## config.mk

```make
export PLATFORM = sky130hd
export DESIGN_NAME = uart_receiver_flat
export DESIGN_NICKNAME = d
export VERILOG_FILES = /design/src/rtl/uart_receiver_if.sv /design/src/rtl/uart_receiver.sv /design/src/flat_wrapper.sv
export SDC_FILE = /design/constraint.sdc
export NUM_CORES = 1
export LEC_CHECK = 0
export BUFFER_PORTS_ARGS = -buffer_cell sky130_fd_sc_hd__clkbuf_2
export CORE_UTILIZATION = 40
export DETAILED_ROUTE_END_ITERATION = 6
export HOLD_SLACK_MARGIN = 0.02
export PLACE_DENSITY_LB_ADDON = 0.25
export SYNTH_ARGS = -nofsm -noshare
export SYNTH_HDL_FRONTEND = slang
export SYNTH_SLANG_ARGS = --single-unit
```

## constraint.sdc

```tcl
create_clock -name i_clk -period 3 [get_ports i_clk]
set_clock_uncertainty 0.15 [all_clocks]
set_input_delay 0.45 -clock i_clk [delete_from_list [all_inputs] [get_ports i_clk]]
set_output_delay 0.45 -clock i_clk [all_outputs]
set_load 0.005 [all_outputs]
```

## src/rtl/uart_receiver_if.sv

```systemverilog
// Serial-receive bundle: the RX line in, recovered byte, strobes and status out.
interface uart_receiver_if;
    logic       rx;
    logic [7:0] data;
    logic       valid;
    logic       busy;
    logic       frame_err;

    modport slave  (input rx,  output data, output valid, output busy, output frame_err);
    modport master (output rx, input data,  input valid,  input busy,  input frame_err);
endinterface

```

## src/rtl/uart_receiver.sv

```systemverilog
// 8N1 UART receiver: synchronizes the RX line, centres on each bit and recovers bytes
// with a one-cycle valid strobe or a one-cycle framing-error strobe.
module uart_receiver #(
    parameter int CLKS_PER_BIT = 1250,
    parameter int CNT_W        = 11
) (
    input  logic            i_clk,
    input  logic            i_rst,
    uart_receiver_if.slave  rx_if
);

    typedef enum logic [2:0] {
        IDLE  = 3'd0,
        START = 3'd1,
        DATA  = 3'd2,
        STOP  = 3'd3,
        WAIT  = 3'd4
    } state_t;

    localparam logic [CNT_W-1:0] HALF_LAST = CNT_W'(CLKS_PER_BIT / 2 - 1);
    localparam logic [CNT_W-1:0] FULL_LAST = CNT_W'(CLKS_PER_BIT - 1);

    state_t           state;
    logic [CNT_W-1:0] cnt;
    logic [2:0]       bit_idx;
    logic [7:0]       shift;
    logic             rx_p0;
    logic             rx_p1;

    assign rx_if.busy = (state != IDLE);

    always_ff @(posedge i_clk) begin
        if (!i_rst) begin
            rx_p0           <= 1'b1;
            rx_p1           <= 1'b1;
            state           <= IDLE;
            cnt             <= '0;
            bit_idx         <= '0;
            shift           <= '0;
            rx_if.data      <= '0;
            rx_if.valid     <= 1'b0;
            rx_if.frame_err <= 1'b0;
        end else begin
            // stage p0/p1: two-flop synchronizer; only rx_p1 drives decisions
            rx_p0           <= rx_if.rx;
            rx_p1           <= rx_p0;
            rx_if.valid     <= 1'b0;
            rx_if.frame_err <= 1'b0;

            case (state)
                IDLE: begin
                    if (!rx_p1) begin
                        state <= START;
                        cnt   <= '0;
                    end
                end
                START: begin
                    // Re-check at mid start bit so short low glitches are rejected
                    if (cnt == HALF_LAST) begin
                        if (rx_p1) begin
                            state <= IDLE;
                        end else begin
                            state   <= DATA;
                            cnt     <= '0;
                            bit_idx <= '0;
                        end
                    end else begin
                        cnt <= cnt + CNT_W'(1);
                    end
                end
                DATA: begin
                    if (cnt == FULL_LAST) begin
                        shift[bit_idx] <= rx_p1;
                        cnt            <= '0;
                        bit_idx        <= bit_idx + 3'd1;
                        if (bit_idx == 3'd7) state <= STOP;
                    end else begin
                        cnt <= cnt + CNT_W'(1);
                    end
                end
                STOP: begin
                    // Leaving at mid stop bit leaves half a bit to catch a back-to-back start
                    if (cnt == FULL_LAST) begin
                        cnt <= '0;
                        if (rx_p1) begin
                            rx_if.data  <= shift;
                            rx_if.valid <= 1'b1;
                            state       <= IDLE;
                        end else begin
                            rx_if.frame_err <= 1'b1;
                            state           <= WAIT;
                        end
                    end else begin
                        cnt <= cnt + CNT_W'(1);
                    end
                end
                WAIT: begin
                    if (rx_p1) state <= IDLE;
                end
                default: state <= IDLE;
            endcase
        end
    end

endmodule

```

## src/flat_wrapper.sv

```systemverilog
// flat-port wrapper written by rule: the top's interface ports become plain ports
module uart_receiver_flat 
#(
    parameter int CLKS_PER_BIT = 1250,
    parameter int CNT_W        = 11
)
  (i_clk, i_rst, rx_if_rx, rx_if_data, rx_if_valid, rx_if_busy, rx_if_frame_err);
  uart_receiver_if rx_if_i ();
  input  logic i_clk;
  input  logic i_rst;
  input wire logic [$bits(rx_if_i.rx)-1:0] rx_if_rx;
  output wire logic [$bits(rx_if_i.data)-1:0] rx_if_data;
  output wire logic [$bits(rx_if_i.valid)-1:0] rx_if_valid;
  output wire logic [$bits(rx_if_i.busy)-1:0] rx_if_busy;
  output wire logic [$bits(rx_if_i.frame_err)-1:0] rx_if_frame_err;
  assign rx_if_i.rx = rx_if_rx;
  assign rx_if_data = rx_if_i.data;
  assign rx_if_valid = rx_if_i.valid;
  assign rx_if_busy = rx_if_i.busy;
  assign rx_if_frame_err = rx_if_i.frame_err;
  uart_receiver #(.CLKS_PER_BIT(CLKS_PER_BIT), .CNT_W(CNT_W)) u_core (.i_clk(i_clk), .i_rst(i_rst), .rx_if(rx_if_i));
endmodule
```

==> metrics, run 1 <==
status=finished clean; Initial DRC Count=between 40 and 50; CTS sink count=37; initial antenna violation count=0; Crit. path cell count=6; wire per inst=~14 microns; Worst Hold Endpoint=u_core.rx_p0; worst slew pin tran=~500 ps; Vias per Instance=5.403; Final Instance Count excl. Fillers=between 200 and 300; htree depth=2; Post-Synthesis Cells=208; fill cell count=437; footprint of the multi-input gates=about 1000 sq um; antenna cells=0; worst hold stages=2; clock-pin slew on the worst setup and hold paths=roughly 70 ps; Final period util=0.7467; root buf cell=clkbuf_8; first-pass GRT wire length=between 6000 and 7000 microns; most common cell after layout, fill and taps aside=dfxtp_1; TNS Setup=0 ps; R2R depth=6; Post-synth EDFFs=0; post-route ant nets=0; Skew-Pair Late Insertion Delay=290 ps; register bit count reported by yosys=37; Worst slew margin=0.6736; CP arrival=between 2000 and 2500 ps; Reg2Reg Launch Point=u_core.cnt[1]; CP peak stage delay=roughly 550 ps; Syn Nets=approximately 220; Layout Nets=between 200 and 250; Hold WC Path Type=in2reg; GRT Total Usage=0.1609; CP max-delay cell=or4_4; CTS Buffer Depth=2; Ports=14; Setup Buffers After CTS=0; IO Port Bufs=13; ys flop type=dfxtp_1; Std-Cell Rows=24; vias in the first global route=1306; dpl ws=just under 800 ps; RSZ-0062 raised after global routing=false; Routed WL=3722 microns; register area=740.7 sq um; Worst Setup End Kind=flop; crit-path max FO=7; IR drop worst, VDD=222.2 uV; layout cells sized above 1=0.1312; largest net degree at the start of global routing=23; Final Slew Violations=0; WP buf/inv=1; die area=between 4000 and 5000 sq um; endpoint required time on the critical path=approximately 3000 ps; Tmin final=about 2200 ps; CP top delay family=simple AND/OR/NAND/NOR gates; FF-to-FF setup slack=around 760 ps; vias=1475; WS Path Type=reg2reg; Core Region=approximately 4400 sq um; Starting Density=0.4198; synth unique cells=47; Ys Warns=0; Post-DP HPWL=2567 microns; worst r2r dst=u_core.cnt[8]; max_cap viols=0; startpoint types=flop; drt drc=0; placed cells=about 270; die height=69.83 microns; Syn Std Cell Area=between 1500 and 2000 sq um; endpoints failing setup=0; DRT Pass-1 Iters=4; most frequent cells in the layout=37 x dfxtp_1, 34 x nand2_1, 13 x clkbuf_2; CTS tree=done; FFs w/ async S/R, synth=0; Leak=between 0.7 and 0.8 nW; area grow syn2layout=10.54%; clock buffer count from CTS=5; overflow left after global routing=0; Highest Clock Rate=446.4 MHz; Die X=69.83 microns; cells along the critical path=inv_1 -> ha_1 -> and3_1 -> and4b_1 -> or4_4 -> o311ai_1; final setup margin=between 700 and 800 ps; Syn Area/Cell=~9 sq um; hold_sp=rx_if_rx; Post-CTS Resized=0; routability cong.=approximately 0.79; post-synthesis sequential area ratio=0.4024; Hold-fix buffers, CTS=0; Hold Vio Cnt, Final=0; PwrDens=between 400 and 500 nW/um^2
==> synthesized netlist by cell type (3+ instances only) <==
master,n,share of area
a21boi_0,10,0.041
nand4_1,4,0.014
nand2b_1,7,0.024
mux2i_1,5,0.027
nor3b_1,3,0.012
o31ai_1,4,0.016
nand3_1,10,0.027
o41ai_1,4,0.019
ha_1,5,0.034
clkbuf_1,7,0.014
o311ai_0,4,0.019
o21ai_0,5,0.014
nor2b_1,6,0.020
nor2_1,7,0.014
dfxtp_1,37,0.40
inv_1,3,0.0061
o211ai_1,3,0.012
nand2_1,34,0.069
and3_1,7,0.024
a21o_1,4,0.016
a21oi_1,8,0.022
==> worst reg2reg max path, delay by kind of cell, from the launching register on <==
family,cells,cell delay [ps]
fa+ha+maj,1,180
buf+inv,1,100
compound gates,1,280
simple gates,3,990
flops,1,450
==> where the power goes <==
| part | switching, mW | leakage, nW | total, mW | internal, mW |
|---|---|---|---|---|
| sequential | 0.00350 | 0.298 | 0.496 | 0.493 |
| combinational | 0.0209 | 0.402 | 0.0354 | 0.0145 |
| clock | 0.182 | 0.0512 | 0.368 | 0.186 |
==> layout make-up <==
cell class                 count  area share
clock buffer                   6     0.04059
inverter                       3    0.005535
clock inverter                 2    0.006765
tap                           52     0.03198
sequential                    37      0.3641
timing repair buffer          15     0.03936
multi-input combinational    158      0.5117
==> through the flow <==
| stage | hold WS (ps) | utilization | total power [mW] | cell area [sq um] |
|---|---|---|---|---|
| floorplan | 236.3 | - | 0.5323 | 1841 |
| global placement | 238.7 | 0.4421 | 0.5433 | 1938 |
| detailed placement | 248.7 | 0.4421 | 0.5432 | 1938 |
| CTS | 173.8 | 0.4640 | 0.9152 | 2034 |
| global route | 168.9 | 0.4640 | 0.9353 | 2034 |
| finish | 191.8 | 0.4640 | 0.8996 | 2034 |
==> sequential cells by signal (all words and copies together) (netlist names) <==
name / cells
u_core.cnt: 11
u_core.rx_p1: 1
u_core.rx_if.frame_err: 1
u_core.rx_if.valid: 1
u_core.rx_p0: 1
u_core.state: 3
u_core.shift: 8
u_core.rx_if.data: 8
u_core.bit_idx: 3
==> how the worst max path moves through the flow <==
stage | start | endpoint | slack, ps
6_report | u_core.cnt[1] | u_core.cnt[8] | 760
5_1_grt | u_core.cnt[0] | u_core.cnt[4] | 630
4_1_cts | u_core.cnt[0] | u_core.cnt[8] | 750
3_5_place_dp | u_core.cnt[0] | u_core.cnt[4] | 780
3_3_place_gp | u_core.cnt[0] | u_core.cnt[8] | 830
2_1_floorplan | u_core.cnt[1] | u_core.cnt[8] | 890
==> metal layers <==
metal	wire length (microns)	track usage	share of wire
met4	44	0.08000	0.012
met5	0	0	0
met3	110	0.04360	0.030
met2	1639	0.2415	0.44
met1	1928	0.2122	0.52
==> cell families after synthesis <==
kind of cell	synth area share
XOR/XNOR	0.004760
adder cells (fa/ha/maj)	0.03399
multiplexers	0.02719
AO/OA/AOI/OAI	0.1958
AND/OR/NAND/NOR	0.3039
buffers and inverters	0.03195
flip-flops	0.4024
No activity file was read; power rests on OpenSTA's default activity.
==> run 2, diff against run 1 <==
==> constraint.sdc (replaced) <==
create_clock -name i_clk -period 2.1 [get_ports i_clk]
set_clock_uncertainty 0.15 [all_clocks]
set_input_delay 0.315 -clock i_clk [delete_from_list [all_inputs] [get_ports i_clk]]
set_output_delay 0.315 -clock i_clk [all_outputs]
set_load 0.005 [all_outputs]
==> run 2 against run 1 <==
  * Combinational power increased by 50%
  * Core utilization increased by 2.1 points
  * Fmax increased by 11%
  * Register-to-register slack got worse by 670 ps
  * Critical path type unchanged
  * Critical endpoint unchanged
==> metrics, run 2 (synthesized netlist as in run 1, its figures left out) <==
status=finished clean (unchanged); Final Slew Violations=0 (unchanged); wire per inst=13.16 microns (was 13.63 microns); Most flops, register=u_core.cnt (unchanged); htree depth=2 (unchanged); Initial DRC Count=67 (was 45); Core Region=4384 sq um (unchanged); Routed WL=3724 microns (was 3722 microns); Post-CTS Resized=0 (unchanged); first-pass GRT wire length=6479 microns (was 6120 microns); largest net degree at the start of global routing=28 (was 23); Post-DP HPWL=2651 microns (was 2567 microns); Worst slew margin=0.7396 (was 0.6736); Ports=14 (unchanged); IR drop worst, VDD=365.9 uV (was 222.2 uV); initial antenna violation count=0 (unchanged); most common cell after layout, fill and taps aside=dfxtp_1 (unchanged); drt drc=0 (unchanged); CTS sink count=37 (unchanged); switching pwr=0.2863 mW (was 0.2061 mW); vias in the first global route=1421 (was 1306); switching share of power=0.2239 (was 0.2291); GRT Total Usage=0.1666 (was 0.1609); clock-pin slew on the worst setup and hold paths=70 ps (about the same); Worst Setup End Kind=flop (unchanged); max_cap viols=0 (unchanged); clock buffer count from CTS=5 (unchanged); PwrDens=601.0 nW/um^2 (was 442.2 nW/um^2); area grow syn2layout=15.64% (was 10.54%); total power draw=1.279 mW (was 0.8996 mW); cells along the critical path=inv_1 -> ha_1 -> and4bb_1 -> and4_4 -> or4_4 -> o311ai_2 (was inv_1 -> ha_1 -> and3_1 -> and4b_1 -> or4_4 -> o311ai_1); startpoint types=flop (unchanged); die area=4876 sq um (unchanged); Std-Cell Rows=24 (unchanged); routability cong.=0.8190 (was 0.7927); vias=1526 (was 1475); WP buf/inv=1 (unchanged); register area=743.2 sq um (was 740.7 sq um); overflow left after global routing=0 (unchanged); CTS tree=done (unchanged); antenna cells=0 (unchanged); TNS Setup=0 ps (unchanged); CP peak stage delay=530 ps (was 550 ps); endpoint required time on the critical path=2150 ps (was 3040 ps); CP arrival=2060 ps (was 2280 ps); Hold-fix buffers, CTS=0 (unchanged); WS Path Type=reg2reg (unchanged); internal power=0.9927 mW (was 0.6935 mW); Die X=69.83 microns (unchanged); CP top delay family=simple AND/OR/NAND/NOR gates (unchanged); Hold WC Path Type=in2reg (unchanged); Combinational Power Share=0.041 (was 0.039); Vias per Instance=5.392 (was 5.403); max reg flops=11 (unchanged); layout cells sized above 1=0.1905 (was 0.1312); Tmin final=2013 ps (was 2240 ps); CP max-delay cell=or4_4 (unchanged); endpoints failing setup=0 (unchanged); Starting Density=0.4198 (unchanged); Top Registers=u_core.cnt x11, u_core.rx_if.data x8, u_core.shift x8 (unchanged); Highest Clock Rate=496.8 MHz (was 446.4 MHz); fill cell count=430 (was 437); worst slew pin tran=389.1 ps (was 486.0 ps); Flop pwr share=0.554 (was 0.552); CTS Buffer Depth=2 (unchanged); crit-path max FO=10 (was 7); post-route ant nets=0 (unchanged); Layout Nets=238 (was 228); most frequent cells in the layout=35 x dfxtp_1, 34 x nand2_1, 13 x clkbuf_2 (was 37 x dfxtp_1, 34 x nand2_1, 13 x clkbuf_2); die height=69.83 microns (unchanged); DRT Pass-1 Iters=5 (was 4); footprint of the multi-input gates=1057 sq um (was 1041 sq um); RSZ-0062 raised after global routing=false (unchanged); root buf cell=clkbuf_8 (unchanged); IO Port Bufs=13 (unchanged); Setup Buffers After CTS=0 (unchanged); Leak=0.8064 nW (was 0.7515 nW); Clock Power Share=0.405 (was 0.409); Final period util=0.9585 (was 0.7467); Hold Vio Cnt, Final=0 (unchanged); Skew-Pair Late Insertion Delay=290 ps (about the same)
run 2: cell types whose count changed in the layout (fill, tap and decap cells not counted), sizes merged:
cell,previous run,this run
buf,2,12
run 2: layout make-up:
cell class / instances / area share
multi-input cells: 158 / 0.4968
inverters: 3 / 0.005291
clock buffers: 6 / 0.03880
well taps: 52 / 0.03057
clock inverters: 2 / 0.006467
repair buffers: 25 / 0.07290
flip-flops and latches: 37 / 0.3492
run 2: final timing paths:
path	startpoint	to	slack, ps	cells past startpoint
setup / recovery	u_core.cnt[1]	u_core.cnt[8]	90	6
setup reg to reg	u_core.cnt[1]	u_core.cnt[8]	90	6
hold reg to reg	u_core.rx_p0	u_core.rx_p1	270	1
hold / removal	rx_if_rx	u_core.rx_p0	50	2
run 2: per-layer routing:
| layer | part of all wire | vias up | global-route usage |
|---|---|---|---|
| met2 | 0.44 | 32 | 0.2457 |
| met1 | 0.50 | 673 | 0.2250 |
| met5 | 0 | - | 0 |
| met4 | 0.016 | 0 | 0.07333 |
| li1 | - | 817 | - |
| met3 | 0.038 | 4 | 0.04797 |
run 2: power by group through the flow:
stage | Combinational [mW] | Sequential (mW) | Clock (mW)
after CTS | 0.0529 | 0.708 | 0.537
after global routing | 0.0592 | 0.709 | 0.559
after global placement | 0.0536 | 0.725 | 0
after detailed placement | 0.0526 | 0.724 | 0
final | 0.0530 | 0.708 | 0.518
after floorplan | 0.0381 | 0.722 | 0
run 2: stage by stage:
stage          hold slack (ps)    util  setup WS (ps)  cell area [sq um]  std cells
3_5_place_dp             250.0  0.4595          78.00               2014        275
4_1_cts                  44.21  0.4815          77.86               2111        283
2_1_floorplan            236.3       -          6.843               1842        208
5_1_grt                  46.46  0.4854          16.16               2128        283
3_3_place_gp             261.0  0.4595          87.08               2014        275
6_report                 51.22  0.4854          87.10               2128        283
